**src/rtl/qreg_uart_tx.sv**
```systemverilog
// Streams every change of the CPU qreg as "%03d\n" over an 8N1 line.
// A small FIFO absorbs bursts of qreg changes that arrive faster than the line rate.
module qreg_uart_tx #(
    parameter int CLKS_PER_BIT = 4,
    parameter int FIFO_DEPTH   = 4
) (
    input  logic       clk,
    input  logic       reset,
    input  logic [7:0] qreg,
    output logic       tx,
    output logic       busy,
    output logic       overflow
);
    localparam int CW = $clog2(CLKS_PER_BIT);
    localparam int AW = (FIFO_DEPTH > 1) ? $clog2(FIFO_DEPTH) : 1;
    localparam int NW = $clog2(FIFO_DEPTH + 1);

    typedef enum logic [1:0] {IDLE, START, DATA, STOP} state_t;

    state_t        state, state_nx;
    logic [CW-1:0] cnt, cnt_nx;
    logic [2:0]    bit_idx, bit_idx_nx;
    logic [1:0]    chr_idx, chr_idx_nx;
    logic [3:0]    dig_h, dig_t, dig_o;
    logic [7:0]    cur_char;
    logic          cell_end, pop;

    logic [7:0]    prev;
    logic          push, accept, full, empty;
    logic [7:0]    mem [FIFO_DEPTH];
    logic [AW-1:0] wptr, rptr;
    logic [NW-1:0] count;
    logic [7:0]    head;

    function automatic logic [AW-1:0] ptr_inc(input logic [AW-1:0] p);
        return (p == AW'(FIFO_DEPTH - 1)) ? '0 : p + 1'b1;
    endfunction

    // change detect: prev clears to 0, so a zero qreg at reset release is silent
    always_ff @(posedge clk or posedge reset) begin
        if (reset) prev <= 8'h00;
        else       prev <= qreg;
    end

    assign push   = (qreg != prev);
    assign full   = (count == NW'(FIFO_DEPTH));
    assign empty  = (count == '0);
    assign accept = push && (!full || pop);
    assign head   = mem[rptr];

    always_ff @(posedge clk) begin
        if (accept) mem[wptr] <= qreg;
    end

    always_ff @(posedge clk or posedge reset) begin
        if (reset) begin
            wptr     <= '0;
            rptr     <= '0;
            count    <= '0;
            overflow <= 1'b0;
        end else begin
            if (accept) wptr <= ptr_inc(wptr);
            if (pop)    rptr <= ptr_inc(rptr);
            case ({accept, pop})
                2'b10:   count <= count + 1'b1;
                2'b01:   count <= count - 1'b1;
                default: count <= count;
            endcase
            if (push && full && !pop) overflow <= 1'b1;
        end
    end

    // digits are latched at pop, so the FIFO head is free to change mid-frame
    always_ff @(posedge clk or posedge reset) begin
        if (reset) begin
            state   <= IDLE;
            cnt     <= '0;
            bit_idx <= '0;
            chr_idx <= '0;
            dig_h   <= '0;
            dig_t   <= '0;
            dig_o   <= '0;
        end else begin
            state   <= state_nx;
            cnt     <= cnt_nx;
            bit_idx <= bit_idx_nx;
            chr_idx <= chr_idx_nx;
            if (pop) begin
                dig_h <= 4'(head / 8'd100);
                dig_t <= 4'((head / 8'd10) % 8'd10);
                dig_o <= 4'(head % 8'd10);
            end
        end
    end

    always_comb begin
        case (chr_idx)
            2'd0:    cur_char = {4'h3, dig_h};
            2'd1:    cur_char = {4'h3, dig_t};
            2'd2:    cur_char = {4'h3, dig_o};
            default: cur_char = 8'h0A;
        endcase
    end

    assign cell_end = (cnt == CW'(CLKS_PER_BIT - 1));

    always_comb begin
        state_nx   = state;
        cnt_nx     = cnt;
        bit_idx_nx = bit_idx;
        chr_idx_nx = chr_idx;
        pop        = 1'b0;
        tx         = 1'b1;
        if (state != IDLE) cnt_nx = cell_end ? '0 : cnt + 1'b1;
        case (state)
            IDLE: begin
                if (!empty) begin
                    pop        = 1'b1;
                    cnt_nx     = '0;
                    bit_idx_nx = '0;
                    chr_idx_nx = '0;
                    state_nx   = START;
                end
            end
            START: begin
                tx = 1'b0;
                if (cell_end) state_nx = DATA;
            end
            DATA: begin
                tx = cur_char[bit_idx];
                if (cell_end) begin
                    bit_idx_nx = bit_idx + 3'd1;
                    if (bit_idx == 3'd7) state_nx = STOP;
                end
            end
            STOP: begin
                if (cell_end) begin
                    if (chr_idx != 2'd3) begin
                        chr_idx_nx = chr_idx + 2'd1;
                        state_nx   = START;
                    end else begin
                        state_nx = IDLE;
                    end
                end
            end
            default: state_nx = IDLE;
        endcase
    end

    assign busy = (state != IDLE) || !empty;
endmodule

```
**config.mk**
```make
export PLATFORM = sky130hd
export DESIGN_NAME = qreg_uart_tx
export DESIGN_NICKNAME = d
export VERILOG_FILES = /design/src/rtl/qreg_uart_tx.sv
export SDC_FILE = /design/constraint.sdc
export NUM_CORES = 1
export LEC_CHECK = 0
export CORE_MARGIN = 4
export CORE_UTILIZATION = 27
export CTS_BUF_LIST = sky130_fd_sc_hd__clkbuf_2
export CTS_CLUSTER_DIAMETER = 40
export DETAILED_ROUTE_END_ITERATION = 16
export PLACE_DENSITY_LB_ADDON = 0.25
export SYNTH_ARGS = -nofsm -noshare
export SYNTH_HDL_FRONTEND = slang
export SYNTH_SLANG_ARGS = --single-unit
```
**constraint.sdc**
```tcl
create_clock -name clk -period 6.58 [get_ports clk]
set_clock_uncertainty 0.2 [all_clocks]
set_input_delay 1.316 -clock clk [delete_from_list [all_inputs] [get_ports clk]]
set_output_delay 1.316 -clock clk [all_outputs]
set_load 0.05 [all_outputs]
```
==> impl_metrics.env, run 1 <==
export IMPL_status="finished, final reports clean"
export IMPL_cts_tree="yes"
export IMPL_ys_flop_type="dfrtp_1"
export IMPL_setup_worst_path_start="rptr[0]"
export IMPL_cts_hold_buffers=0
export IMPL_timing_hold_violations_final=0
export IMPL_syn_inst=355
export IMPL_cts_max_level=3
export IMPL_hold_ws_ns=0.301
export IMPL_layout_nets=392
export IMPL_pin_count=13
export IMPL_syn_to_final_growth_pct=11.2
export IMPL_dieArea_um2=16200
export IMPL_die_w_um=127
export IMPL_rows=43
export IMPL_drive_gt1_share_pct=9.26
export IMPL_mostFrequentLayoutCells="dfrtp_1 (35), nand2_1 (34), edfxtp_1 (32), inv_1 (22), o21ai_0 (22)"
export IMPL_setup_viol=0
export IMPL_cts_setup_buffers=0
export IMPL_ctsResizeCount=0
export IMPL_crit_chain="mux4_2, nor2b_1, a2bb2oi_1, a41oi_1, or2_1, clkinv_8, a31o_1, and3_1, a21oi_1, ha_1, or3_1, o21a_1, o31ai_1"
export IMPL_hp_start="overflow"
export IMPL_grt_ovfl_total=0
export IMPL_antenna_found_initial=0
export IMPL_drtAntennaViolNets=0
export IMPL_drv_slew=0
export IMPL_worstSkewPairLatency_ns=0.50
export IMPL_yosys_register_bits=67
export IMPL_required_ns=6.79
export IMPL_synth_warnings=0
export IMPL_via_per_inst=4.91
export IMPL_synthArstFlopShare_pct=52.2
export IMPL_critPathCaptureType="flop"
export IMPL_nFillCells=1447
export IMPL_clock_sinks=67
export IMPL_hp_class="flop to flop"
export IMPL_synth_edff_count=32
export IMPL_dr_pass1_iters=4
export IMPL_cts_buffers=9
export IMPL_cts_root_buffer="clkbuf_2"
export IMPL_r2r_slack_ns=2.04
export IMPL_crit_arrival_ns=4.75
export IMPL_fmaxAchievable_ghz=0.220
export IMPL_cts_buffer_depth=2
export IMPL_grt_pass1_wl_um=13300
export IMPL_wirelength_um=7580
export IMPL_start_kind="flop"
export IMPL_grt_pass1_vias=2713
export IMPL_rr_startpoint="rptr[0]"
export IMPL_slew_headroom_pct=49.6
export IMPL_port_buffers=12
export IMPL_cpPeakStageDelay_ns=0.74
export IMPL_period_share_pct=69.0
export IMPL_synth_nets=385
export IMPL_rsz0062_at_grt="no"
export IMPL_drt_iter0_markers=150
export IMPL_track_usage_pct=10.2
export IMPL_worstSetupPathType="flop to flop"
export IMPL_drcViolationCount=0
export IMPL_die_h_um=127
export IMPL_coreArea_um2=13900
export IMPL_cp_num_buf_inv=1
export IMPL_gp_congestion=0.874
export IMPL_path_clk_slew_ns=0.21
export IMPL_via_count=2689
export IMPL_worstMarginPinSlew_ns=0.754
export IMPL_start_util_pct=27.6
export IMPL_ys_types=63
export IMPL_grt_max_degree=36
export IMPL_cp_max_fo=13
export IMPL_synth_seq_area_share_pct=47.9
export IMPL_drv_cap=0
export IMPL_crit_family="simple AND/OR/NAND/NOR gates"
export IMPL_wl_per_cell_um=13.8
export IMPL_finalSetupTns_ns=0
export IMPL_min_period_ns=4.54
export IMPL_slowest_stage="dfrtp_1"
export IMPL_synth_area_um2=3840
export IMPL_place_hpwl_um=5530
export IMPL_syn_avg_cell_area_um2=10.8
export IMPL_final_common_cell="dfrtp_1"
## cell type report
type / count / area (µm²) / share of cell area (%)
flip-flops and latches: 67 / 1840 / 43.0
clock inverters: 7 / 124 / 2.90
diodes: 1 / 2.50 / 0.0586
repair buffers: 14 / 135 / 3.17
well taps: 180 / 225 / 5.28
inverters: 23 / 98.8 / 2.32
clock buffers: 9 / 45.0 / 1.06
multi-input cells: 247 / 1800 / 42.2
## cells by family (layout without fill, tap and decap cells)
logic type                 after synthesis  after routing  synth area share, %
and+or+nand+nor                        104            104                 13.1
AOI/OAI and AO/OA                       97             97                 18.2
DFF                                     67             67                 47.9
buffers and inverters                   41             53                 5.22
adders and majority gates               20             20                 6.72
xor gates and xnor gates                15             15                 3.42
muxes                                   11             11                 5.51
other                                    0              1                    0
## metrics by stage
step	setup WS [ns]	area, µm²	utilization (%)	cells
CTS	2.00	4270	30.7	547
global route	1.61	4270	30.7	547
detailed placement	2.05	4100	29.5	531
finish	2.04	4270	30.7	548
floorplan	2.76	3840	-	355
global placement	2.15	4100	29.5	531
## per-layer routing
| metal | track usage, % | routed length, µm |
|---|---|---|
| met5 | 0 | 0 |
| met1 | 13.5 | 3480 |
| met3 | 2.38 | 299 |
| met4 | 3.28 | 101 |
| met2 | 16.6 | 3700 |
## cells in the mapped netlist (8+ instances only)
master | n | area [µm²]
a21oi_1 | 13 | 65.1
nand2_1 | 34 | 128
xnor2_1 | 12 | 105
dfrtp_1 | 35 | 876
ha_1 | 19 | 238
clkbuf_1 | 10 | 37.5
edfxtp_1 | 32 | 961
nor2b_1 | 8 | 50.1
o21ai_0 | 22 | 110
mux4_2 | 8 | 180
inv_1 | 22 | 82.6
nor2_1 | 20 | 75.1
nand3_1 | 12 | 60.1
## flip-flops by register name (all words and copies together) (netlist names)
register	count
cnt	2
dig_t	4
count	3
chr_idx	2
rptr	2
dig_h	2
overflow	1
prev	8
dig_o	4
state	2
mem	32
bit_idx	3
wptr	2
## path summary, 6_finish.rpt
kind,end,depth (start not counted)
hold / removal,overflow,1
min in group asynchronous,prev[5],3
hold reg to reg,overflow,1
setup / recovery,dig_t[3],13
setup reg to reg,dig_t[3],13
max in group asynchronous,dig_o[3],3
Power of run 1 is left out: the tool's default activity adds up to more than one toggle a clock period on the data nets, which glitch-free logic cannot reach.
==> inputs of run 2 (changes only) <==
Clock period 6.58 ns to 3.88 ns, I/O delays scaled along.
==> run 2 against run 1 <==
Net effect:
- global-route usage rose by 0.24 points
- non-clock buffer count rose by 34
- routed wire length rose by 5.3%
- die area did not move
- via count rose by 4.6%
- final cell count rose by 6.2%
- worst hold slack barely moved
- critical endpoint unchanged
- highest routed layer unchanged
==> impl_metrics.env, run 2 (same netlist as run 1, synthesis figures left out) <==
export IMPL_status="finished, final reports clean"
export IMPL_crit_chain="mux4_2, or3b_1, a222oi_1, o21ai_1, or2_4, clkinv_8, a31o_1, and3_4, a21oi_2, ha_2, or3_1, o21a_1, o31ai_2"
export IMPL_layout_nets=426
export IMPL_dr_pass1_iters=4
export IMPL_via_per_inst=4.83
export IMPL_gp_congestion=0.846
export IMPL_grt_busiest_layer="met2"
export IMPL_fmaxAchievable_ghz=0.267
export IMPL_cts_tree="yes"
export IMPL_start_util_pct=27.6
export IMPL_cts_buffers=9
export IMPL_coreArea_um2=13900
export IMPL_cts_root_buffer="clkbuf_2"
export IMPL_die_h_um=127
export IMPL_path_clk_slew_ns=0.20
export IMPL_period_share_pct=96.7
export IMPL_place_ws_ns=0.00257
export IMPL_worstSkewPairLatency_ns=0.51
export IMPL_mostFrequentLayoutCells="nand2_1 (34), dfrtp_1 (33), buf_4 (33), edfxtp_1 (32), o21ai_0 (22)"
export IMPL_stdcell_count=582
export IMPL_cts_max_level=3
export IMPL_cts_hold_buffers=0
export IMPL_placedCellCount=564
export IMPL_layout_setup_ws_ns=0.128
export IMPL_cts_buffer_depth=2
export IMPL_drv_slew=0
export IMPL_crit_arrival_ns=3.98
export IMPL_place_hpwl_um=5990
export IMPL_min_period_ns=3.75
export IMPL_timing_hold_violations_final=0
export IMPL_clock_sinks=67
export IMPL_slowest_stage="mux4_2"
export IMPL_track_usage_pct=10.4
export IMPL_multi_input_area_um2=1840
export IMPL_largest_reg_flops=32
export IMPL_seq_area_um2=1840
export IMPL_hp_class="flop to flop"
export IMPL_nFillCells=1440
export IMPL_grt_max_degree=36
export IMPL_required_ns=4.11
export IMPL_grt_util_met2_pct=16.3
export IMPL_die_w_um=127
export IMPL_final_common_cell="nand2_1"
export IMPL_via_count=2812
export IMPL_worstMarginPinSlew_ns=0.621
export IMPL_antenna_found_initial=0
export IMPL_cp_max_fo=5
export IMPL_critPathCaptureType="flop"
export IMPL_start_kind="flop"
export IMPL_grt_pass1_wl_um=13600
export IMPL_slew_headroom_pct=58.2
export IMPL_regMostFlops="mem"
export IMPL_wirelength_um=7980
export IMPL_cp_num_buf_inv=1
export IMPL_top_regs="mem: 32 flops, prev: 8 flops"
export IMPL_rows=43
export IMPL_grt_ovfl_total=0
export IMPL_drv_cap=0
export IMPL_drtAntennaViolNets=0
export IMPL_port_buffers=12
export IMPL_drcViolationCount=0
export IMPL_worstSetupPathType="flop to flop"
export IMPL_drt_iter0_markers=125
export IMPL_use_met1_pct=13.4
export IMPL_setup_viol=0
export IMPL_syn_to_final_growth_pct=18.1
export IMPL_grt_pass1_vias=2744
export IMPL_grt_met3_usage_pct=3.05
export IMPL_pin_count=13
export IMPL_rsz0062_at_grt="yes"
export IMPL_drive_gt1_share_pct=20.4
export IMPL_wl_per_cell_um=13.7
export IMPL_cpPeakStageDelay_ns=0.52
export IMPL_crit_family="simple AND/OR/NAND/NOR gates"
export IMPL_dieArea_um2=16200
## run 2: cell count changes in the layout (fill, tap and decap cells not counted), sizes merged
| cell | previous run | this run |
|---|---|---|
| clkbuf | 9 | 11 |
| clkdlybuf4s50 | 12 | 11 |
| bufinv | 3 | 1 |
| clkinv | 3 | 4 |
| buf | 2 | 36 |
## run 2: timing repair
item | CTS | global route
buffers inserted | 0 | 1
pin swaps | 0 | 11
gates resized for setup | 2 | 17
setup endpoints to repair | 3 | 4
## run 2: final timing paths
path | startpoint | end | slack [ns] | cells after the start
max | rptr[0] | dig_t[3] | 0.13 | 13
max reg2reg | rptr[0] | dig_t[3] | 0.13 | 13
max in group asynchronous | reset | rptr[0] | 2.70 | 3
min | overflow | overflow | 0.30 | 1
min reg2reg | overflow | overflow | 0.30 | 1
min in group asynchronous | reset | prev[0] | 0.43 | 3
## run 2: layout make-up
class                           count  area share (%)
Tap cell                          180            4.97
Antenna cell                        1          0.0552
Clock inverter                      6            1.63
Multi-Input combinational cell    247            40.6
Inverter                           23            2.26
Clock buffer                       10            1.10
Timing Repair Buffer               48            8.75
Sequential cell                    67            40.6
## run 2: per-layer routing
metal | share of wire [%] | vias up
li1 | - | 1402
met3 | 2.8 | 14
met4 | 2.3 | 0
met5 | 0 | -
met1 | 48 | 1346
met2 | 47 | 50
## run 2: metrics by stage
step                util (%)  TNS (ns)  area, µm²  hold slack (ns)
floorplan                  -         0       3840            0.239
global placement        31.3         0       4340            0.266
detailed placement      31.3         0       4340            0.263
CTS                     32.2         0       4470            0.309
global route            32.6   -0.0637       4530            0.348
finish                  32.6         0       4530            0.301
Power of run 2 is left out for the same reason.
